--- src/rtl/or_share_pkg.sv ---
// Shared FSM encoding and index-width helper for the OR-share arbiter.
package or_share_pkg;

  localparam logic [1:0] ST_IDLE = 2'd0;
  localparam logic [1:0] ST_EXEC = 2'd1;
  localparam logic [1:0] ST_RESP = 2'd2;

  function automatic int unsigned idx_w(input int unsigned n);
    return (n <= 2) ? 1 : $clog2(n);
  endfunction

endpackage

--- src/rtl/or_share_arbiter_rr_pick.sv ---
// Round-robin picker: first set request at or after ptr, wrapping to 0.
module rr_pick #(
  parameter int unsigned N  = 4,
  parameter int unsigned IW = 2
) (
  input  logic [N-1:0]  req,
  input  logic [IW-1:0] ptr,
  output logic [N-1:0]  gnt,
  output logic [IW-1:0] idx,
  output logic          any
);

  logic [N-1:0] rot;
  int unsigned  pos;
  int unsigned  sum;

  // Rotate so ptr lands at bit 0, take lowest set bit, then rotate the index back.
  always_comb begin
    rot = N'({req, req} >> ptr);
    pos = 0;
    for (int unsigned k = 0; k < N; k++) begin
      if (rot[N-1-k]) pos = N - 1 - k;
    end
    sum = int'(ptr) + pos;
    if (sum >= N) sum = sum - N;
    any = |req;
    idx = any ? IW'(sum) : '0;
    gnt = any ? (N'(1) << sum) : '0;
  end

endmodule

--- src/rtl/or_share_arbiter.sv ---
// Round-robin shared OR unit: grant one requester, compute a|b, hold result until taken.
module or_share_arbiter
  import or_share_pkg::*;
#(
  parameter  int unsigned N_REQ = 4,
  parameter  int unsigned W     = 8,
  localparam int unsigned IW    = idx_w(N_REQ)
) (
  input  logic               clk,
  input  logic               rst_n,
  input  logic [N_REQ-1:0]   req_valid,
  output logic [N_REQ-1:0]   req_ready,
  input  logic [N_REQ*W-1:0] req_a,
  input  logic [N_REQ*W-1:0] req_b,
  output logic               rsp_valid,
  input  logic               rsp_ready,
  output logic [IW-1:0]      rsp_id,
  output logic [W-1:0]       rsp_y,
  output logic               busy
);

  logic [1:0]       state_q, state_d;
  logic [IW-1:0]    ptr_q, ptr_d;
  logic [IW-1:0]    id_q, id_d;
  logic [W-1:0]     a_q, a_d;
  logic [W-1:0]     b_q, b_d;
  logic [W-1:0]     rsp_y_q, rsp_y_d;
  logic [IW-1:0]    rsp_id_q, rsp_id_d;

  logic [N_REQ-1:0] pick_gnt;
  logic [IW-1:0]    pick_idx;
  logic             pick_any;

  rr_pick #(
    .N  (N_REQ),
    .IW (IW)
  ) u_pick (
    .req (req_valid),
    .ptr (ptr_q),
    .gnt (pick_gnt),
    .idx (pick_idx),
    .any (pick_any)
  );

  always_comb begin
    state_d  = state_q;
    ptr_d    = ptr_q;
    id_d     = id_q;
    a_d      = a_q;
    b_d      = b_q;
    rsp_y_d  = rsp_y_q;
    rsp_id_d = rsp_id_q;
    case (state_q)
      ST_IDLE: begin
        if (pick_any) begin
          a_d     = req_a[pick_idx*W +: W];
          b_d     = req_b[pick_idx*W +: W];
          id_d    = pick_idx;
          state_d = ST_EXEC;
        end
      end
      ST_EXEC: begin
        rsp_y_d  = a_q | b_q;
        rsp_id_d = id_q;
        state_d  = ST_RESP;
      end
      ST_RESP: begin
        if (rsp_ready) begin
          ptr_d   = (id_q == IW'(N_REQ - 1)) ? '0 : id_q + 1'b1;
          state_d = ST_IDLE;
        end
      end
      default: state_d = ST_IDLE;
    endcase
  end

  always_ff @(posedge clk or negedge rst_n) begin
    if (!rst_n) begin
      state_q  <= ST_IDLE;
      ptr_q    <= '0;
      id_q     <= '0;
      a_q      <= '0;
      b_q      <= '0;
      rsp_y_q  <= '0;
      rsp_id_q <= '0;
    end else begin
      state_q  <= state_d;
      ptr_q    <= ptr_d;
      id_q     <= id_d;
      a_q      <= a_d;
      b_q      <= b_d;
      rsp_y_q  <= rsp_y_d;
      rsp_id_q <= rsp_id_d;
    end
  end

  // Grant is gated by rst_n so nothing is offered while reset is held.
  assign req_ready = (rst_n && state_q == ST_IDLE) ? pick_gnt : '0;
  assign rsp_valid = (state_q == ST_RESP);
  assign busy      = (state_q != ST_IDLE);
  assign rsp_y     = rsp_y_q;
  assign rsp_id    = rsp_id_q;

endmodule

--- config.mk ---
export PLATFORM = sky130hd
export DESIGN_NAME = or_share_arbiter
export DESIGN_NICKNAME = d
export VERILOG_FILES = /design/src/rtl/or_share_pkg.sv /design/src/rtl/or_share_arbiter_rr_pick.sv /design/src/rtl/or_share_arbiter.sv
export SDC_FILE = /design/constraint.sdc
export NUM_CORES = 1
export LEC_CHECK = 0
export ABC_AREA = 1
export CAP_MARGIN = 10
export CORE_ASPECT_RATIO = 1.25
export CORE_MARGIN = 3
export CORE_UTILIZATION = 47
export CTS_CLUSTER_SIZE = 24
export DETAILED_ROUTE_END_ITERATION = 10
export PLACE_DENSITY = 0.93
export SYNTH_ARGS = -nofsm -noshare
export SYNTH_HDL_FRONTEND = slang
export SYNTH_SLANG_ARGS = --single-unit
--- constraint.sdc ---
create_clock -name clk -period 3.38 [get_ports clk]
set_input_delay 0.507 -clock clk [delete_from_list [all_inputs] [get_ports clk]]
set_output_delay 0.507 -clock clk [all_outputs]
set_load 0.005 [all_outputs]
==> impl_metrics.ini, run 1 <==
[status]
status = finished, final reports clean

[yosys]
synthCells = 307
yosysSeqAreaShare_pct = 37.49
synth_area_sq_um = 2136
avgSynthCellArea_sq_um = 6.957
ys_types = 24
ys_warn_count = 0
syn_nets = 380
ys_ff_latch = 32

[floorplanning]
fp.dieW_um = 66.30
core_sq_um = 4229
die_h_um = 81.37
dieArea_sq_um = 5394
rows = 26
ioPinCount = 87
initial_utilization_pct = 50.50

[clock_network]
cts_setup_buffers = 0
cts-root-buf = clkbuf_8
cts.sinks = 32
cts_buffers = 5
cts_max_path_buffers = 2
cts_tree = built
htree_levels = 2
clock_latency_ps = 280
hold_buffers = 0
path_clk_slew_ps = 60

[power_and_ir_drop]
p_total_uw = 3199
p_leak_uw = 0.001634
pwr_density_cell_nw_per_um2 = 1016
vdd_ir_drop_max_mv = 0.5612

[cells_and_area]
drive_gt1_share_pct = 9.391
layout_common_cells = nand2_1, clkdlybuf4s50_1, nand3_1
area.growth.synth_to_final_pct = 47.33
regArea_sq_um = 800.8
final_nets = 466
mostFrequentLayoutCell = nand2_1
fill_cells = 325
antenna-diode-count = 0
multi_input_area_sq_um = 1121

[route]
ant_nets = 0
drt-initial-drc-count = 97
top_layer_used = met4
routed_wl_um = 5848
met3_length_um = 313
wire_per_inst_um = 13.00
vias = 2356
met2_length_um = 3114
drt-vias-per-instance = 5.236
wl_met1_um = 2212
first_pass_iters = 5
drcViolationCount = 0

[sta]
hold_ws_ps = 473.2
postLayoutSetupSlackWorst_ps = 202.0
drv_slew = 0
tns_ps = 0
hold_viol = 0
worstMarginPinSlew_ps = 521.1
relSlewSlack_pct = 65.13
skew_ps = 3.888
max_freq_mhz = 314.7
layout_min_cycle_time_ps = 3178
rsz0062_at_grt = no
period_share_pct = 94.02
setup_violations = 0

[worst_setup_path]
cp_slowest_cell = clkdlybuf4s50_1
endpoint_kind = output port
crit_fanout = 4
cp_top_family = buffers and inverters
r2r-start = ptr_q[0]
cpPeakStageDelay_ps = 510
crit_chain = clkdlybuf4s50_1 -> nand2_1 -> nand3_1 -> nand2_1 -> a21boi_1 -> ha_2 -> xor2_2 -> inv_1 -> nand3_1 -> nand2_2 -> inv_1 -> nor2_1 -> clkdlybuf4s50_1
regToRegEndpoint = a_q[0]
worstSetupStartpointType = input pin
reg2reg_slack_ps = 750
crit_type = in2out
crit_required_ps = 2870
crit_arrival_ps = 2670
path_buf_inv = 4
reg2reg_depth = 14

[hold_path]
hold_class = reg2reg
whs_path_depth = 2
hold_path_end = rsp_y[7]
worstHoldStart = rsp_y[7]

[global_routing]
grt_pass1_vias = 2247
grt_max_degree = 34
gr-total-overflow = 0
antenna_found_initial = 0
grt_pass1_wl_um = 9377
grt_usage_pct = 22.56

[placement]
gp_congestion = 0.8852
place_ws_ps = 78.81
io_buffers = 86
dpl.hpwl_um = 4511

[job]
cap_violations = 0
repair_timing:
action | in CTS | in global routing
setup endpoints to repair | 0 | 4
hold endpoints to repair | 0 | 0
gates resized for setup | 0 | 5
final cells by class:
cell class | count | share of cell area, %
inverters | 39 | 4.652
well taps | 56 | 2.227
flip-flops and latches | 32 | 25.45
multi-input cells | 222 | 35.63
clock buffers | 8 | 2.863
repair buffers | 93 | 29.18
routing by layer:
metal	track usage, %	up-vias
met1	25.00	1096
met2	40.02	95
met4	11.59	0
met5	0	-
li1	-	1143
met3	4.841	22
cell usage after synthesis, drive strengths merged:
cell type  count  area [sq um]
nor3           2         10.01
nand2        119         459.2
nor2           8         30.03
inv           36         135.1
clkbuf         4         15.01
xor2           1         8.760
nand3         54         270.3
mux2i          4         40.04
mux2          16         180.2
a21boi         1         7.510
o31ai          1         7.510
clkinv         3         11.26
dfrtp         32         800.8
o21ai         12         60.06
ha             2         25.02
a21oi          1         5.000
nand3b         1         7.510
buf           10         62.55
worst register-to-register path: cells and delay by family (launching register included):
family                   cells  cell delay, ps
AND/OR/NAND/NOR              8             630
buffers and inverters        3             520
flip-flops                   1             510
multiplexers                 1             400
adder cells (fa/ha/maj)      1             310
AO/OA/AOI/OAI                1             140
worst max-delay path by stage:
stage	to	cells past startpoint	startpoint
floorplan	req_ready[1]	12	req_valid[1]
global placement	req_ready[3]	14	req_valid[1]
detailed placement	req_ready[1]	13	req_valid[1]
CTS	req_ready[3]	13	req_valid[1]
global route	req_ready[0]	13	req_valid[1]
finish	req_ready[2]	13	req_valid[3]
per-stage QoR:
step / instance area, sq um / utilization, % / std cells
floorplan: 2136 / - / 307
global placement: 3042 / 71.92 / 442
detailed placement: 3042 / 71.92 / 442
CTS: 3132 / 74.05 / 450
global route: 3147 / 74.41 / 450
finish: 3147 / 74.41 / 450
where the power goes:
group / switching [uW] / internal, uW / leakage [uW]
clock network: 132 / 166 / 0.0000455
logic: 1220 / 960 / 0.00120
registers: 129 / 590 / 0.000388
total: 1480 / 1720 / 0.00163
sequential cells by signal (all words and copies together) (netlist names):
register  cells
id_q          2
a_q           8
state_q       2
rsp_y         8
b_q           8
rsp_id        2
ptr_q         2
logic make-up after synthesis:
logic type,after synthesis,synth area share (%)
adders and majority gates,2,1.171
AOI/OAI and AO/OA,15,3.749
xor gates and xnor gates,1,0.4102
DFF,32,37.49
muxes,20,10.31
buffers and inverters,53,10.49
and+or+nand+nor,184,36.38
Power figures use the tool's default switching activity.
==> inputs of run 2 (changes only) <==
--- a/config.mk
+++ b/config.mk
@@ -5,14 +5,13 @@
 export SDC_FILE = /design/constraint.sdc
 export NUM_CORES = 1
 export LEC_CHECK = 0
-export ABC_AREA = 1
 export CAP_MARGIN = 10
 export CORE_ASPECT_RATIO = 1.25
 export CORE_MARGIN = 3
-export CORE_UTILIZATION = 47
+export CORE_UTILIZATION = 44
 export CTS_CLUSTER_SIZE = 24
 export DETAILED_ROUTE_END_ITERATION = 10
-export PLACE_DENSITY = 0.93
+export PLACE_DENSITY = 0.88
 export SYNTH_ARGS = -nofsm -noshare
 export SYNTH_HDL_FRONTEND = slang
 export SYNTH_SLANG_ARGS = --single-unit
==> constraint.sdc (replaced) <==
create_clock -name clk -period 3.25 [get_ports clk]
set_input_delay 0.4875 -clock clk [delete_from_list [all_inputs] [get_ports clk]]
set_output_delay 0.4875 -clock clk [all_outputs]
set_load 0.005 [all_outputs]
==> run 2 against run 1 <==
Net effect: global-route usage decreased by 3.0 points; total power decreased by 13%; routed wire length decreased by 6.2%; flip-flop and latch count unchanged; clock-buffer cell count unchanged; clock skew decreased by 0.98 ps; final area increased by 2.8%; setup slack got worse by 31 ps; clock power increased by 4%; cell count decreased by 20%; critical endpoint is now req_ready[1]; largest power group unchanged.
==> impl_metrics.ini, run 2 <==
[status]
status = finished, final reports clean

[worst_setup_path]
reg2reg_depth = 11
crit_start = ptr_q[0]
worstSetupStartpointType = flip-flop
cpPeakStageDelay_ps = 500
cp.depth = 10
reg2reg_slack_ps = 400
crit_path_end = req_ready[1]
crit_required_ps = 2760
path_buf_inv = 2
r2r-start = ptr_q[0]
crit_arrival_ps = 2590
crit_type = reg2out
regToRegEndpoint = a_q[0]
endpoint_kind = output port
cp_slowest_cell = dfrtp_1
cp_top_family = buffers and inverters
crit_chain = nand2_1 -> nor2_1 -> o21ai_0 -> o211ai_1 -> ha_2 -> xnor2_2 -> xnor2_2 -> buf_4 -> nor2_1 -> clkdlybuf4s50_1
crit_fanout = 11

[cells_and_area]
mostFrequentLayoutCell = clkdlybuf4s50_1
regArea_sq_um = 800.8
drive_gt1_share_pct = 17.16
fill_cells = 340
multi_input_area_sq_um = 1266
instances_no_fill = 361
area.growth.synth_to_final_pct = 49.85
layout_common_cells = clkdlybuf4s50_1, dfrtp_1, mux2i_1
antenna-diode-count = 0
final_nets = 375

[yosys]
ys_types = 36
ys_ff_latch = 32
muxShareOfSynthArea_pct = 27.13
synth-edff-count = 0
synth_adder_area_share_pct = 1.159
synth_ff_type = dfrtp_1
synth_top_family_by_area = multiplexers
synthXorXnorAreaFrac_pct = 1.159
synthTopCellsByArea = dfrtp_1, mux2i_1, mux2_4
syn_nets = 283
synth_area_leader_cell = dfrtp_1
synthCells = 210
synthArstFlopShare_pct = 100.0
yosysSeqAreaShare_pct = 37.10
avgSynthCellArea_sq_um = 10.28
ys_warn_count = 0
synth-compound-area-share_pct = 17.33
synth_area_sq_um = 2158
yosysMostFrequentCell = dfrtp_1
synth_top_area_share_pct = 37.10
ys_top_cells_by_count = dfrtp_1, mux2i_1, nand2_1, nor2_1, o22ai_1
yosys.area_share.simple_pct = 10.96

[sta]
layout_min_cycle_time_ps = 3079
drv_slew = 0
max_freq_mhz = 324.8
setup_violations = 0
relSlewSlack_pct = 60.16
period_share_pct = 94.73
worstMarginPinSlew_ps = 597.6
tns_ps = 0
rsz0062_at_grt = no
skew_ps = 2.905
hold_viol = 0
postLayoutSetupSlackWorst_ps = 171.2
hold_ws_ps = 482.7

[hold_path]
hold_class = reg2reg
whs_path_depth = 2

[clock_network]
cts_tree = built
cts_buffers = 5
hold_buffers = 0
cts-root-buf = clkbuf_8
clock_latency_ps = 280
cts.sinks = 32
htree_levels = 2
cts_max_path_buffers = 2
path_clk_slew_ps = 60

[route]
ant_nets = 0
drcViolationCount = 0
wire_per_inst_um = 15.20
first_pass_iters = 4
drt-initial-drc-count = 152
routed_wl_um = 5486
vias = 2003
drt-vias-per-instance = 5.548

[placement]
gp_congestion = 0.7864
place_ws_ps = -105.7
io_buffers = 86
placed_cells = 351
dpl.hpwl_um = 4367

[floorplanning]
ioPinCount = 87
rows = 27
dieArea_sq_um = 5787
initial_utilization_pct = 47.33
core_sq_um = 4561
die_h_um = 84.31
fp.dieW_um = 68.65

[job]
cap_violations = 0

[global_routing]
antenna_found_initial = 0
grt_pass1_wl_um = 8707
grt_usage_pct = 19.53
gr-total-overflow = 0
grt_pass1_vias = 1967
grt_max_degree = 33

[power_and_ir_drop]
p_leak_uw = 0.001373
p_total_uw = 2774
pwr_density_cell_nw_per_um2 = 857.6
vdd_ir_drop_max_mv = 0.3934
-- run 2: cell types whose count changed in the layout (fill, tap and decap cells not counted), moves of 7 or more --
| cell | delta |
|---|---|
| o22ai_1 | +16 |
| mux2_2 | -7 |
| nand2_1 | -98 |
| inv_1 | -30 |
| nand3_1 | -54 |
| a221o_1 | +13 |
| mux2_4 | +10 |
| nor2_1 | +7 |
| buf_4 | +10 |
| mux2i_1 | +26 |
-- run 2: layer usage --
metal  track usage [%]  part of all wire, %  vias to the layer above
met5                 0                    0                        -
li1                  -                    -                      967
met4             7.233                  2.1                        0
met3             3.614                  5.4                       14
met1             25.53                   43                      953
met2             31.36                   49                       69
-- run 2: power breakdown --
part | internal (uW) | total, uW | switching [uW]
Combinational | 967 | 1710 | 745
Sequential | 611 | 753 | 142
Clock | 172 | 309 | 136
-- run 2: worst min-delay path by stage --
stage | startpoint | endpoint | slack [ps]
2_1_floorplan | rst_n | a_q[0] | 190
3_3_place_gp | rsp_y[6] | rsp_y[6] | 460
3_5_place_dp | rsp_y[6] | rsp_y[6] | 480
4_1_cts | rsp_y[6] | rsp_y[6] | 490
5_1_grt | rsp_y[2] | rsp_y[2] | 520
6_report | rsp_y[4] | rsp_y[4] | 480
-- run 2: metrics by stage --
step                      utilization, %  area [sq um]
after global placement             68.09          3105
final                              70.92          3234
after floorplan                        -          2158
after global routing               70.92          3234
after CTS                          70.34          3208
after detailed placement           68.09          3105
-- run 2: kinds of logic (layout without fill, tap and decap cells) --
family | count (synthesis) | count (layout)
compound gates | 51 | 51
buf+inv | 21 | 114
mux | 52 | 52
xor+xnor | 2 | 2
flops | 32 | 32
fa+ha+maj | 2 | 2
simple gates | 50 | 50
-- run 2: area by class of cell --
cell class              instances  share of cell area (%)
inverters                       3                  0.3482
clock buffers                   8                   2.785
flip-flops and latches         32                   24.76
repair buffers                103                   30.72
multi-input cells             157                   39.15
well taps                      58                   2.244
-- run 2: repair_timing --
item                                    CTS  global route
resized for setup                         3             6
buffers inserted                          1             1
pin swaps                                 1             1
endpoints found under the setup margin    2             3
-- run 2: tightest hold or removal path: stages, from the launching register on --
cell     delay, ps
dfrtp_1        340
nand2_1         50
o21ai_0         60
==> inputs of run 3 (changes only) <==
--- a/config.mk
+++ b/config.mk
@@ -5,8 +5,7 @@
 export SDC_FILE = /design/constraint.sdc
 export NUM_CORES = 1
 export LEC_CHECK = 0
-export CAP_MARGIN = 10
-export CORE_ASPECT_RATIO = 1.25
+export CAP_MARGIN = 40
 export CORE_MARGIN = 3
 export CORE_UTILIZATION = 44
 export CTS_CLUSTER_SIZE = 24
==> run 3 against run 2 <==
Net effect: sequential share of layout area fell by 0.68 points; register-to-register slack got worse by 160 ps; total power increased by 10%; setup slack better by 39 ps; clock skew is 3.1 ps higher; via count is 1.1% higher; cell count is 2.8% higher; hold slack got worse by 5.9 ps; final area increased by 3.0%; combinational power is 9% higher; non-clock buffer count is 3 higher; core utilization up 2.5 points; highest routed layer unchanged.
==> impl_metrics.ini, run 3 (synthesis results as in run 2) <==
[clock_network]
cts_max_path_buffers = 2
cts_tree = built
cts_buffers = 5
htree_levels = 2
clock_latency_ps = 290
cts.sinks = 32
cts-root-buf = clkbuf_8
hold_buffers = 0
path_clk_slew_ps = 70

[worst_setup_path]
cp_slowest_cell = clkdlybuf4s50_1
worstSetupStartpointType = input pin
endpoint_kind = output port
crit_required_ps = 2760
cp_top_family = buffers and inverters
path_buf_inv = 2
crit_chain = dlygate4sd2_1 -> o21a_1 -> a21oi_1 -> o211ai_1 -> ha_2 -> xnor2_4 -> xnor2_4 -> nor2b_4 -> clkdlybuf4s50_1
crit_type = in2out
crit_fanout = 8
cpPeakStageDelay_ps = 500
reg2reg_slack_ps = 240
crit_start = req_valid[2]
critPathMostFrequentCell = xnor2_4
crit_arrival_ps = 2550
r2r-start = ptr_q[0]

[cells_and_area]
area.growth.synth_to_final_pct = 54.32
antenna-diode-count = 0
drive_gt1_share_pct = 18.95
fill_cells = 326
mostFrequentLayoutCell = clkdlybuf4s50_1
multi_input_area_sq_um = 1292
finalInstanceArea_sq_um = 3331
final_nets = 378
layout_common_cells = clkdlybuf4s50_1, dfrtp_1, mux2i_1
regArea_sq_um = 802.0

[sta]
relSlewSlack_pct = 62.29
setup_violations = 0
skew_ps = 5.992
worstMarginPinSlew_ps = 565.7
period_share_pct = 93.54
layout_min_cycle_time_ps = 3040
hold_viol = 0
rsz0062_at_grt = no
hold_ws_ps = 476.8
drv_slew = 0
max_freq_mhz = 328.9

[floorplanning]
die_h_um = 76.04
initial_utilization_pct = 47.60
core_sq_um = 4534
dieArea_sq_um = 5781
ioPinCount = 87
fp.dieW_um = 76.04
rows = 24

[route]
vias = 2026
drt-vias-per-instance = 5.461
drcViolationCount = 0
wire_per_inst_um = 16.34
routed_wl_um = 6062
first_pass_iters = 4
drt-initial-drc-count = 137
ant_nets = 0

[placement]
io_buffers = 86
gp_congestion = 0.7973
dpl.hpwl_um = 4554
dpl_cell_area_sq_um = 3114

[global_routing]
grt_max_degree = 33
grt_usage_pct = 20.52
grt_pass1_vias = 2001
gr-total-overflow = 0
antenna_found_initial = 0
grt_pass1_wl_um = 9618

[power_and_ir_drop]
vdd_ir_drop_max_mv = 0.4178
p_leak_uw = 0.001408
pwr_density_cell_nw_per_um2 = 917.8

[hold_path]
worstHoldStart = rsp_y[3]
hold_class = reg2reg

[status]
status = finished, final reports clean

[job]
cap_violations = 0
==> run 3: cell types whose count changed in the layout (fill, tap and decap cells not counted), sizes merged <==
cell | before | now
buf | 17 | 20
clkbuf | 8 | 7
bufinv | 0 | 1
clkdlybuf4s50 | 81 | 82
dlygate4sd2 | 2 | 1
==> run 3: routing by layer <==
| metal | GRT usage (%) | part of all wire (%) |
|---|---|---|
| met4 | 5.435 | 1.3 |
| met2 | 34.75 | 49 |
| met1 | 26.32 | 43 |
| met3 | 4.965 | 6.2 |
| met5 | 0 | 0 |
==> run 3: final timing paths <==
kind	to	cells after the start
max	req_ready[2]	9
min	rsp_y[3]	2
max reg2reg	b_q[7]	13
min reg2reg	rsp_y[3]	2
max in group asynchronous	ptr_q[0]	2
min in group asynchronous	b_q[5]	2
==> run 3: per-stage QoR <==
stage | utilization, % | total power, uW | setup slack [ps] | setup TNS [ps] | cells
2_1_floorplan | - | 1906 | 629.4 | 0 | 210
3_3_place_gp | 68.68 | 2392 | 8.880 | 0 | 358
3_5_place_dp | 68.68 | 2457 | -97.70 | -930.1 | 358
4_1_cts | 72.10 | 2960 | 3.925 | 0 | 369
5_1_grt | 73.45 | 3258 | 25.81 | 0 | 371
6_report | 73.45 | 3057 | 210.0 | 0 | 371
==> run 3: tightest hold or removal path, delay by kind of cell, from the launching register on <==
kind	cells	cell delay, ps
flip-flops	1	340
AND/OR/NAND/NOR	1	40
AO/OA/AOI/OAI	1	60
==> run 3: report_power, final <==
| part | leakage (uW) | internal, uW | switching (uW) | total, uW |
|---|---|---|---|---|
| sequential | 0.000386 | 611 | 149 | 760 |
| combinational | 0.000957 | 1070 | 808 | 1870 |
| clock | 0.0000645 | 271 | 153 | 424 |
| total | 0.00141 | 1950 | 1110 | 3060 |
==> run 3: timing repair <==
item	4_1_cts	5_1_grt
gates resized for setup	2	10
endpoints found under the setup margin	4	16
buffers inserted	3	2
pin swaps	1	3
==> run 3: final cells by class <==
type                            count  share of cell area, %
Tap cell                           65                  2.442
Clock buffer                        7                  2.893
Timing Repair Buffer              106                  30.54
Clock inverter                      1                 0.9016
Inverter                            3                 0.3381
Sequential cell                    32                  24.08
Multi-Input combinational cell    157                  38.81
